--- config.mk ---
export PLATFORM = sky130hd
export DESIGN_NAME = line_window_ctrl
export DESIGN_NICKNAME = d
export VERILOG_FILES = /design/src/rtl/line_win_pkg.sv /design/src/rtl/raster_counter.sv /design/src/rtl/line_window_ctrl.sv
export SDC_FILE = /design/constraint.sdc
export NUM_CORES = 1
export LEC_CHECK = 0
export BUFFER_PORTS_ARGS = -buffer_cell sky130_fd_sc_hd__buf_4
export CAP_MARGIN = 5
export CORE_MARGIN = 5
export CORE_UTILIZATION = 52
export DETAILED_ROUTE_END_ITERATION = 10
export PLACE_DENSITY_LB_ADDON = 0.12
export SYNTH_ARGS = -nofsm -noshare
export SYNTH_HDL_FRONTEND = slang
export SYNTH_SLANG_ARGS = --single-unit
--- constraint.sdc ---
create_clock -name clock -period 2.8 [get_ports clock]
set_clock_uncertainty 0.1 [all_clocks]
set_input_delay 0.56 -clock clock [delete_from_list [all_inputs] [get_ports clock]]
set_output_delay 0.56 -clock clock [all_outputs]
set_load 0.01 [all_outputs]
--- src/rtl/line_win_pkg.sv ---
// Shared types and elaboration helpers for the line-window sequencer.
package line_win_pkg;

  typedef enum logic [2:0] {
    StIdle,
    StFill,
    StRun,
    StFlush,
    StDone
  } state_t;

  // Rows/columns the window extends on each side of its centre.
  function automatic int unsigned half_of(input int unsigned kernel);
    return kernel / 2;
  endfunction

  // Bits needed to hold 0..n-1, never less than one.
  function automatic int unsigned cnt_width(input int unsigned n);
    return (n <= 1) ? 1 : $clog2(n);
  endfunction

endpackage

--- src/rtl/raster_counter.sv ---
// Column/row raster counter: column wraps at Cols-1, row advances on each
// column wrap and wraps to 0 after the row given by row_last.
module raster_counter
  import line_win_pkg::*;
#(
  parameter int unsigned Cols = 640,
  parameter int unsigned ColW = cnt_width(Cols),
  parameter int unsigned RowW = 9
) (
  input  logic            clock,
  input  logic            clr_n,
  input  logic            en,
  input  logic            clr,
  input  logic [RowW-1:0] row_last,
  output logic [ColW-1:0] col,
  output logic [RowW-1:0] row,
  output logic            col_wrap,
  output logic            last
);

  logic [ColW-1:0] col_q, col_d;
  logic [RowW-1:0] row_q, row_d;

  assign col_wrap = (col_q == ColW'(Cols - 1));
  assign last     = col_wrap && (row_q == row_last);
  assign col      = col_q;
  assign row      = row_q;

  // Next count: clear wins over enable; column wrap carries into the row.
  always_comb begin
    col_d = col_q;
    row_d = row_q;
    if (clr) begin
      col_d = '0;
      row_d = '0;
    end else if (en) begin
      if (col_wrap) begin
        col_d = '0;
        row_d = last ? '0 : row_q + 1'b1;
      end else begin
        col_d = col_q + 1'b1;
      end
    end
  end

  // Count registers.
  always_ff @(posedge clock or negedge clr_n) begin
    if (!clr_n) begin
      col_q <= '0;
      row_q <= '0;
    end else begin
      col_q <= col_d;
      row_q <= row_d;
    end
  end

endmodule

--- src/rtl/line_window_ctrl.sv ---
// Raster sequencer for a line shift-RAM chain feeding a KERNEL x KERNEL
// window: primes the lines, streams one pixel per clock, then drains with
// zero lines so the bottom edge gets padding.
module line_window_ctrl
  import line_win_pkg::*;
#(
  parameter int unsigned IMG_WIDTH  = 640,
  parameter int unsigned IMG_HEIGHT = 480,
  parameter int unsigned KERNEL     = 3
) (
  input  logic                             clock,
  input  logic                             clr_n,
  input  logic                             frame_start,
  input  logic                             pix_valid,
  output logic                             pix_ready,
  output logic                             ram_clken,
  output logic                             win_valid,
  output logic [cnt_width(IMG_WIDTH)-1:0]  win_col,
  output logic [cnt_width(IMG_HEIGHT)-1:0] win_row,
  output logic [3:0]                       border,
  output logic                             frame_done,
  output logic                             underflow,
  output logic                             restart_err
);

  localparam int unsigned Half   = half_of(KERNEL);
  localparam int unsigned ColW   = cnt_width(IMG_WIDTH);
  localparam int unsigned RowW   = cnt_width(IMG_HEIGHT);
  // Ingest row runs past the image by Half lines while draining.
  localparam int unsigned InRowW = cnt_width(IMG_HEIGHT + Half);
  localparam logic [InRowW-1:0] InRowLast = InRowW'(IMG_HEIGHT + Half - 1);

  state_t state_q, state_d;

  logic              accept, busy, live, ph_clr;
  logic [ColW-1:0]   in_col, ph_col;
  logic [InRowW-1:0] in_row, centre_row;
  logic [RowW-1:0]   ph_row, ph_row_last;
  logic              in_col_wrap, in_last, ph_col_wrap, ph_last;

  logic              win_valid_q, frame_done_q, underflow_q, underflow_d;
  logic              restart_q, restart_d;
  logic [ColW-1:0]   win_col_q;
  logic [RowW-1:0]   win_row_q;

  // Ingest raster position of the pixel entering the line chain.
  raster_counter #(
    .Cols (IMG_WIDTH),
    .ColW (ColW),
    .RowW (InRowW)
  ) u_ingest (
    .clock    (clock),
    .clr_n    (clr_n),
    .en       (busy),
    .clr      (accept),
    .row_last (InRowLast),
    .col      (in_col),
    .row      (in_row),
    .col_wrap (in_col_wrap),
    .last     (in_last)
  );

  // Length of the current FILL/RUN/FLUSH phase, restarted on each transition.
  raster_counter #(
    .Cols (IMG_WIDTH),
    .ColW (ColW),
    .RowW (RowW)
  ) u_phase (
    .clock    (clock),
    .clr_n    (clr_n),
    .en       (busy),
    .clr      (ph_clr),
    .row_last (ph_row_last),
    .col      (ph_col),
    .row      (ph_row),
    .col_wrap (ph_col_wrap),
    .last     (ph_last)
  );

  // Last line index of the phase currently being counted.
  always_comb begin
    ph_row_last = '0;
    unique case (state_q)
      StFill:  ph_row_last = RowW'(Half - 1);
      StRun:   ph_row_last = RowW'(IMG_HEIGHT - Half - 1);
      StFlush: ph_row_last = RowW'(Half - 1);
      default: ph_row_last = '0;
    endcase
  end

  // Phase sequencing; frame_start is only honoured in idle.
  always_comb begin
    state_d = state_q;
    accept  = 1'b0;
    ph_clr  = 1'b0;
    unique case (state_q)
      StIdle: begin
        if (frame_start) begin
          state_d = StFill;
          accept  = 1'b1;
          ph_clr  = 1'b1;
        end
      end
      StFill: begin
        if (ph_last) begin
          state_d = StRun;
          ph_clr  = 1'b1;
        end
      end
      StRun: begin
        if (ph_last) begin
          state_d = StFlush;
          ph_clr  = 1'b1;
        end
      end
      StFlush: begin
        if (ph_last) begin
          state_d = StDone;
          ph_clr  = 1'b1;
        end
      end
      StDone:  state_d = StIdle;
      default: state_d = StIdle;
    endcase
  end

  // Per-state strobes; in FLUSH the RAMs are not clocked so zeros shift in.
  always_comb begin
    pix_ready = (state_q == StFill) || (state_q == StRun);
    ram_clken = pix_ready && pix_valid;
    busy      = pix_ready || (state_q == StFlush);
    live      = (state_q == StRun) || (state_q == StFlush);
  end

  // Sticky error flags; an accepted frame_start clears both.
  always_comb begin
    underflow_d = underflow_q;
    restart_d   = restart_q;
    if (accept) begin
      underflow_d = 1'b0;
      restart_d   = 1'b0;
    end else begin
      if (pix_ready && !pix_valid) underflow_d = 1'b1;
      if (frame_start && (state_q != StIdle)) restart_d = 1'b1;
    end
  end

  // Centre sits Half lines behind the line being written.
  assign centre_row = in_row - InRowW'(Half);

  // State and outputs; coordinates delayed one cycle to match the RAM read.
  always_ff @(posedge clock or negedge clr_n) begin
    if (!clr_n) begin
      state_q      <= StIdle;
      win_valid_q  <= 1'b0;
      win_col_q    <= '0;
      win_row_q    <= '0;
      frame_done_q <= 1'b0;
      underflow_q  <= 1'b0;
      restart_q    <= 1'b0;
    end else begin
      state_q      <= state_d;
      win_valid_q  <= live;
      win_col_q    <= live ? in_col : '0;
      win_row_q    <= live ? centre_row[RowW-1:0] : '0;
      frame_done_q <= (state_q == StDone);
      underflow_q  <= underflow_d;
      restart_q    <= restart_d;
    end
  end

  // Edge proximity flags {top, bottom, left, right}, only while a window is live.
  always_comb begin
    border = '0;
    if (win_valid_q) begin
      border[3] = win_row_q < RowW'(Half);
      border[2] = win_row_q > RowW'(IMG_HEIGHT - 1 - Half);
      border[1] = win_col_q < ColW'(Half);
      border[0] = win_col_q > ColW'(IMG_WIDTH - 1 - Half);
    end
  end

  assign win_valid   = win_valid_q;
  assign win_col     = win_col_q;
  assign win_row     = win_row_q;
  assign frame_done  = frame_done_q;
  assign underflow   = underflow_q;
  assign restart_err = restart_q;

  // Counter outputs not needed for sequencing.
  logic unused_sig;
  assign unused_sig = ^{ph_col, ph_row, ph_col_wrap, in_col_wrap, in_last, centre_row};

endmodule

==> results of run 1 <==
==> worst max-delay path, stage by stage, from the launching register on <==
cell	delay, ns
dfrtp_1	0.52
o21bai_2	0.34
nor4_1	0.78
o21ai_0	0.21
xor2_1	0.16
nor2_1	0.05
==> worst paths after layout <==
| path | depth (start not counted) | endpoint | slack, ns |
|---|---|---|---|
| worst min register to register | 2 | restart_err | 0.40 |
| min in group clock | 3 | restart_err | 0.38 |
| worst max-delay path | 5 | u_ingest.row[2] | 0.51 |
| worst min-delay path | 1 | u_phase.col[3] | 0.20 |
| max in group asynchronous | 1 | u_ingest.row[6] | 1.87 |
| worst max register to register | 5 | u_ingest.row[2] | 0.51 |
==> report_power, final <==
| group | switching [µW] | leakage (µW) | internal, µW | total [µW] |
|---|---|---|---|---|
| Combinational | 120 | 0.000753 | 90.9 | 211 |
| Clock | 330 | 0.000103 | 457 | 787 |
| Sequential | 95.7 | 0.000832 | 1010 | 1110 |
==> registers in the layout (all words and copies together) (netlist names) <==
name          count
frame_done        1
restart_err       1
state_q           3
u_ingest.col     10
u_ingest.row      9
u_phase.col      10
u_phase.row       9
underflow         1
win_col          10
win_row           9
win_valid         1
==> per-stage QoR <==
stage / setup slack, ns / cell area (µm²)
floorplan: 0.8283 / 3171
global placement: 0.6255 / 3495
detailed placement: 0.5400 / 3495
CTS: 0.5327 / 3694
global route: 0.3382 / 3694
finish: 0.5141 / 3694
==> cells in the final DEF, fill, tap and decap left out, drive strengths merged, types with 3 or more instances in the layout <==
cell type,count
dfrtp,64
nor2,47
buf,37
nand2,31
o21ai,18
nand3,16
and2,16
clkbuf,13
a21oi,12
xnor2,11
nor3,11
nor4,11
and3,10
xor2,10
nand4,7
o31ai,6
inv,5
ha,5
a31oi,4
or3,3
or2,3
o2111ai,3
a211oi,3
==> cells in the mapped netlist (2+ instances only) <==
master	number	share of area
a211oi_2	2	0.0079
a21oi_1	12	0.019
a22o_1	2	0.0055
a22oi_1	2	0.0047
a31oi_1	4	0.0079
and2_1	16	0.032
and3_1	10	0.020
buf_2	4	0.0063
clkbuf_1	9	0.011
dfrtp_1	64	0.51
ha_1	5	0.020
inv_1	5	0.0059
mux2_2	2	0.0071
nand2_1	31	0.037
nand2b_1	2	0.0039
nand3_1	16	0.025
nand3b_1	2	0.0047
nand4_1	7	0.014
nor2_1	47	0.056
nor3_1	11	0.017
nor4_1	10	0.020
o2111ai_1	3	0.0083
o21ai_0	18	0.028
o31ai_1	6	0.014
or2_2	3	0.0059
or3_1	3	0.0059
xnor2_1	11	0.030
xor2_1	10	0.028
==> routing by layer <==
metal	vias up	wire, µm
met5	-	0
met4	0	80
met3	7	339
met2	52	3178
met1	1191	2830
li1	1253	-
==> layout make-up <==
| class | instances | area, µm² | share of cell area |
|---|---|---|---|
| clock buffer | 13 | 158.9 | 0.04302 |
| clock inverter | 3 | 40.04 | 0.01084 |
| inverter | 5 | 18.77 | 0.005081 |
| multi-input combinational | 251 | 1503 | 0.4068 |
| sequential | 64 | 1602 | 0.4336 |
| tap | 75 | 93.84 | 0.02541 |
| timing repair buffer | 37 | 277.8 | 0.07520 |
==> cell families after synthesis <==
family	Yosys count	share of synthesized area
and+or+nand+nor	166	0.2680
DFF	64	0.5051
AOI/OAI and AO/OA	57	0.1192
xor gates and xnor gates	21	0.05801
buffers and inverters	18	0.02289
adders and majority gates	5	0.01973
muxes	2	0.007103
==> results.json, run 1 <==
{
  "outcome": "complete, no violations",
  "viasPerCell": 5.587,
  "ys_seq_area_frac": 0.5051,
  "fill_cells": 532,
  "synth-seq-cells": 64,
  "dp_cells": 432,
  "die_w_um": 88.09,
  "start_util": 0.5355,
  "htreeDepth": 3,
  "syn_nets": 342,
  "crit_required_ns": 2.90,
  "grt_use_met2": 0.3240,
  "dp_hpwl_um": 4654,
  "worstReg2RegStart": "state_q[2]",
  "relSlewSlack": 0.4290,
  "detail-route-antenna-nets": 0,
  "cp-end-kind": "register",
  "core_area_um2": 5921,
  "crit_start": "state_q[2]",
  "timing.final.crit_share": 0.8164,
  "async_flop_share": 1.000,
  "cts.sinks": 64,
  "cts_resized": 0,
  "grt_pass1_vias": 2441,
  "syn_inst": 333,
  "clockRootBuffer": "clkbuf_8",
  "hold_path.class": "in -> async",
  "pin_count": 33,
  "fin_crit_ns": 2.286,
  "gp_congestion": 0.8531,
  "hold_viol_final": 0,
  "finalWirelength_um": 6428,
  "vias": 2503,
  "grt_max_degree": 65,
  "powerDensity_nw_per_um2": 570.6,
  "first_pass_iters": 4,
  "total_power_uw": 2108,
  "die_h_um": 88.09,
  "cts_hold_repair.buffers": 0,
  "final_cells": 448,
  "utilization": 0.6238,
  "yosysWarnings": 0,
  "post_cts_buffers": 0,
  "ir_drop_mv": 0.4366,
  "diodes": 0,
  "overflow": 0,
  "antenna_found_initial": 0,
  "syn2layout_area_growth_pct": 16.50,
  "top_usage_layer": "met2",
  "grt_use_total": 0.1905,
  "num-nets-final": 377,
  "synth_edf_count": 0,
  "rsz0062_at_grt": "false",
  "slew_viol_final": 0,
  "finalSetupViolCount": 0,
  "numPortBuffers": 32,
  "fmax_ghz": 0.4375,
  "drive_above_1_share": 0.1743,
  "syn_area_um2": 3171,
  "holdWs_ns": 0.1971,
  "crit_fanout": 14,
  "clock_path_buffers": 2,
  "crit_arrival_ns": 2.39,
  "grt_pass1_wl_um": 11430,
  "ys.flop_type": "dfrtp_1",
  "wire_per_inst_um": 14.35,
  "clkTransAtPathRegs_ns": 0.07,
  "core.rowCount": 28,
  "worstSetupStartpointType": "register",
  "maxCapViolCount": 0,
  "path_class": "reg -> reg",
  "cts_buffers": 9,
  "worstMarginPinSlew_ns": 0.8486,
  "drtIter0Drc": 102,
  "cts_tree": "done",
  "power_leakage_uw": 0.001689,
  "drc": 0,
  "setup_tns_ns": 0,
  "dieArea_um2": 7759,
  "syn_area_per_cell_um2": 9.521,
  "clock_latency_ns": 0.33,
  "synth_cell_type_count": 44,
  "grt_use_met3": 0.03198,
  "use_met1": 0.2385
}
Power figures use the tool's default switching activity.
==> run 2: changes to the inputs <==
Clock period 2.8 ns to 2 ns, I/O delays scaled along.
==> results.json, run 2 (synthesized netlist as in run 1, its figures left out) <==
{
  "outcome": "finished with violations",
  "failed_checks": "negative setup slack",
  "wire_per_inst_um": 14.17,
  "crit_required_ns": 1.50,
  "syn2layout_area_growth_pct": 32.68,
  "top_usage_layer": "met2",
  "rsz0062_at_grt": "true",
  "p_sw_frac": 0.2500,
  "drc": 0,
  "fill_cells": 432,
  "grt_use_met3": 0.03387,
  "grt_pass1_wl_um": 11520,
  "relSlewSlack": 0.6988,
  "power.share.combinational": 0.135,
  "grt_use_met2": 0.3205,
  "netSwitchingPower_uw": 869.1,
  "antenna_found_initial": 0,
  "finalSetupViolCount": 1,
  "viasPerCell": 5.405,
  "slew_viol_final": 0,
  "powerDensity_nw_per_um2": 826.3,
  "dp_hpwl_um": 4827,
  "grt_use_total": 0.1919,
  "gp_congestion": 0.8295,
  "core_area_um2": 5921,
  "htreeDepth": 3,
  "place_area_um2": 3687,
  "setup_tns_ns": -0.06043,
  "drtIter0Drc": 140,
  "clock_latency_ns": 0.34,
  "cts_buffers": 9,
  "numPortBuffers": 32,
  "drive_above_1_share": 0.2985,
  "clkTransAtPathRegs_ns": 0.08,
  "hold_path.class": "in -> reg",
  "first_pass_iters": 4,
  "cp-end-kind": "primary output",
  "grt_max_degree": 34,
  "fin_crit_ns": 2.060,
  "core.rowCount": 28,
  "pwr-share-clk": 0.422,
  "fmax_ghz": 0.4853,
  "detail-route-antenna-nets": 0,
  "pwr-share-seq": 0.443,
  "utilization": 0.7105,
  "grt_pass1_vias": 2517,
  "pin_count": 33,
  "cts.sinks": 64,
  "power_leakage_uw": 0.001941,
  "setup_ws_ns": -0.06043,
  "mostFrequentLayoutCell": "buf_4",
  "hold_viol_final": 0,
  "timing.final.crit_share": 1.030,
  "cts_tree": "done",
  "clock_path_buffers": 2,
  "ir_drop_mv": 0.7701,
  "worstSetupStartpointType": "register",
  "path_class": "reg -> out",
  "total_power_uw": 3476,
  "crit_fanout": 3,
  "maxCapViolCount": 0,
  "use_met1": 0.2441,
  "diodes": 0,
  "worstMarginPinSlew_ns": 0.4501,
  "overflow": 0,
  "stdcell_area_um2": 4207,
  "die_w_um": 88.09,
  "clockRootBuffer": "clkbuf_8",
  "vias": 2632,
  "num-nets-final": 416,
  "start_util": 0.5355,
  "crit_arrival_ns": 1.56,
  "mostFrequentLayoutCells": "71 x buf_4, 62 x dfrtp_1, 46 x nor2_1",
  "dieArea_um2": 7759,
  "die_h_um": 88.09,
  "p_int_uw": 2607,
  "finalWirelength_um": 6899
}
-- run 2: cell types whose count changed in the layout (fill, tap and decap cells not counted), sizes merged --
cell	before	now
buf	37	75
clkbuf	13	9
bufinv	1	4
clkinvlp	0	2
clkinv	2	1
dlygate4sd3	0	1
-- run 2: area by class of cell --
cell class              count  area [µm²]  area share
multi-input cells         251        1625      0.3864
flip-flops and latches     64        1604      0.3813
repair buffers             76       596.8      0.1419
clock inverters             7       143.9     0.03421
clock buffers               9       123.9     0.02945
well taps                  75       93.84     0.02231
inverters                   5       18.77    0.004462
-- run 2: worst paths after layout --
| kind | start | to | slack [ns] | cells past startpoint |
|---|---|---|---|---|
| max | win_col[4] | border[1] | -0.06 | 4 |
| min | pix_valid | underflow | 0.24 | 4 |
| max reg2reg | u_ingest.col[7] | u_ingest.row[5] | 0.06 | 5 |
| min reg2reg | u_phase.col[6] | u_phase.col[6] | 0.41 | 1 |
| max in group asynchronous | clr_n | win_row[3] | 0.85 | 3 |
| min in group asynchronous | clr_n | u_phase.col[4] | 0.44 | 2 |
-- run 2: per-layer routing --
layer	vias up	wire length, µm	share of wire
li1	1324	-	-
met1	1239	3088	0.45
met2	56	3379	0.49
met3	13	310	0.045
met4	0	120	0.017
met5	-	0	0
-- run 2: power by group through the flow --
stage	clock network (µW)	registers (µW)	logic [µW]
2_1_floorplan	0	1540	234
3_3_place_gp	0	1550	389
3_5_place_dp	0	1550	398
4_1_cts	1480	1520	403
5_1_grt	1550	1560	533
6_report	1470	1540	471
-- run 2: critical path, stage by stage, from the launching register on --
cell and delay, ns:
dfrtp_1 0.41, nor4_2 0.27, nand4b_1 0.17, nor4_2 0.19
buf_4 0.17
-- run 2: timing repair --
item,4_1_cts,5_1_grt
setup buffers,1,13
hold buffers,1,0
pin swaps,5,10
gates cloned,0,0
hold endpoints to repair,32,0
endpoints found under the setup margin,4,22
resized for setup,10,19
-- run 2: metrics by stage --
stage          setup WS [ns]  hold WS (ns)  cells
6_report            -0.06043        0.2371    487
5_1_grt              -0.1226        0.2520    487
4_1_cts             -0.04018        0.2309    474
3_5_place_dp        0.002654        0.2705    456
3_3_place_gp         0.05615        0.2657    456
2_1_floorplan        0.02826      0.004409    333
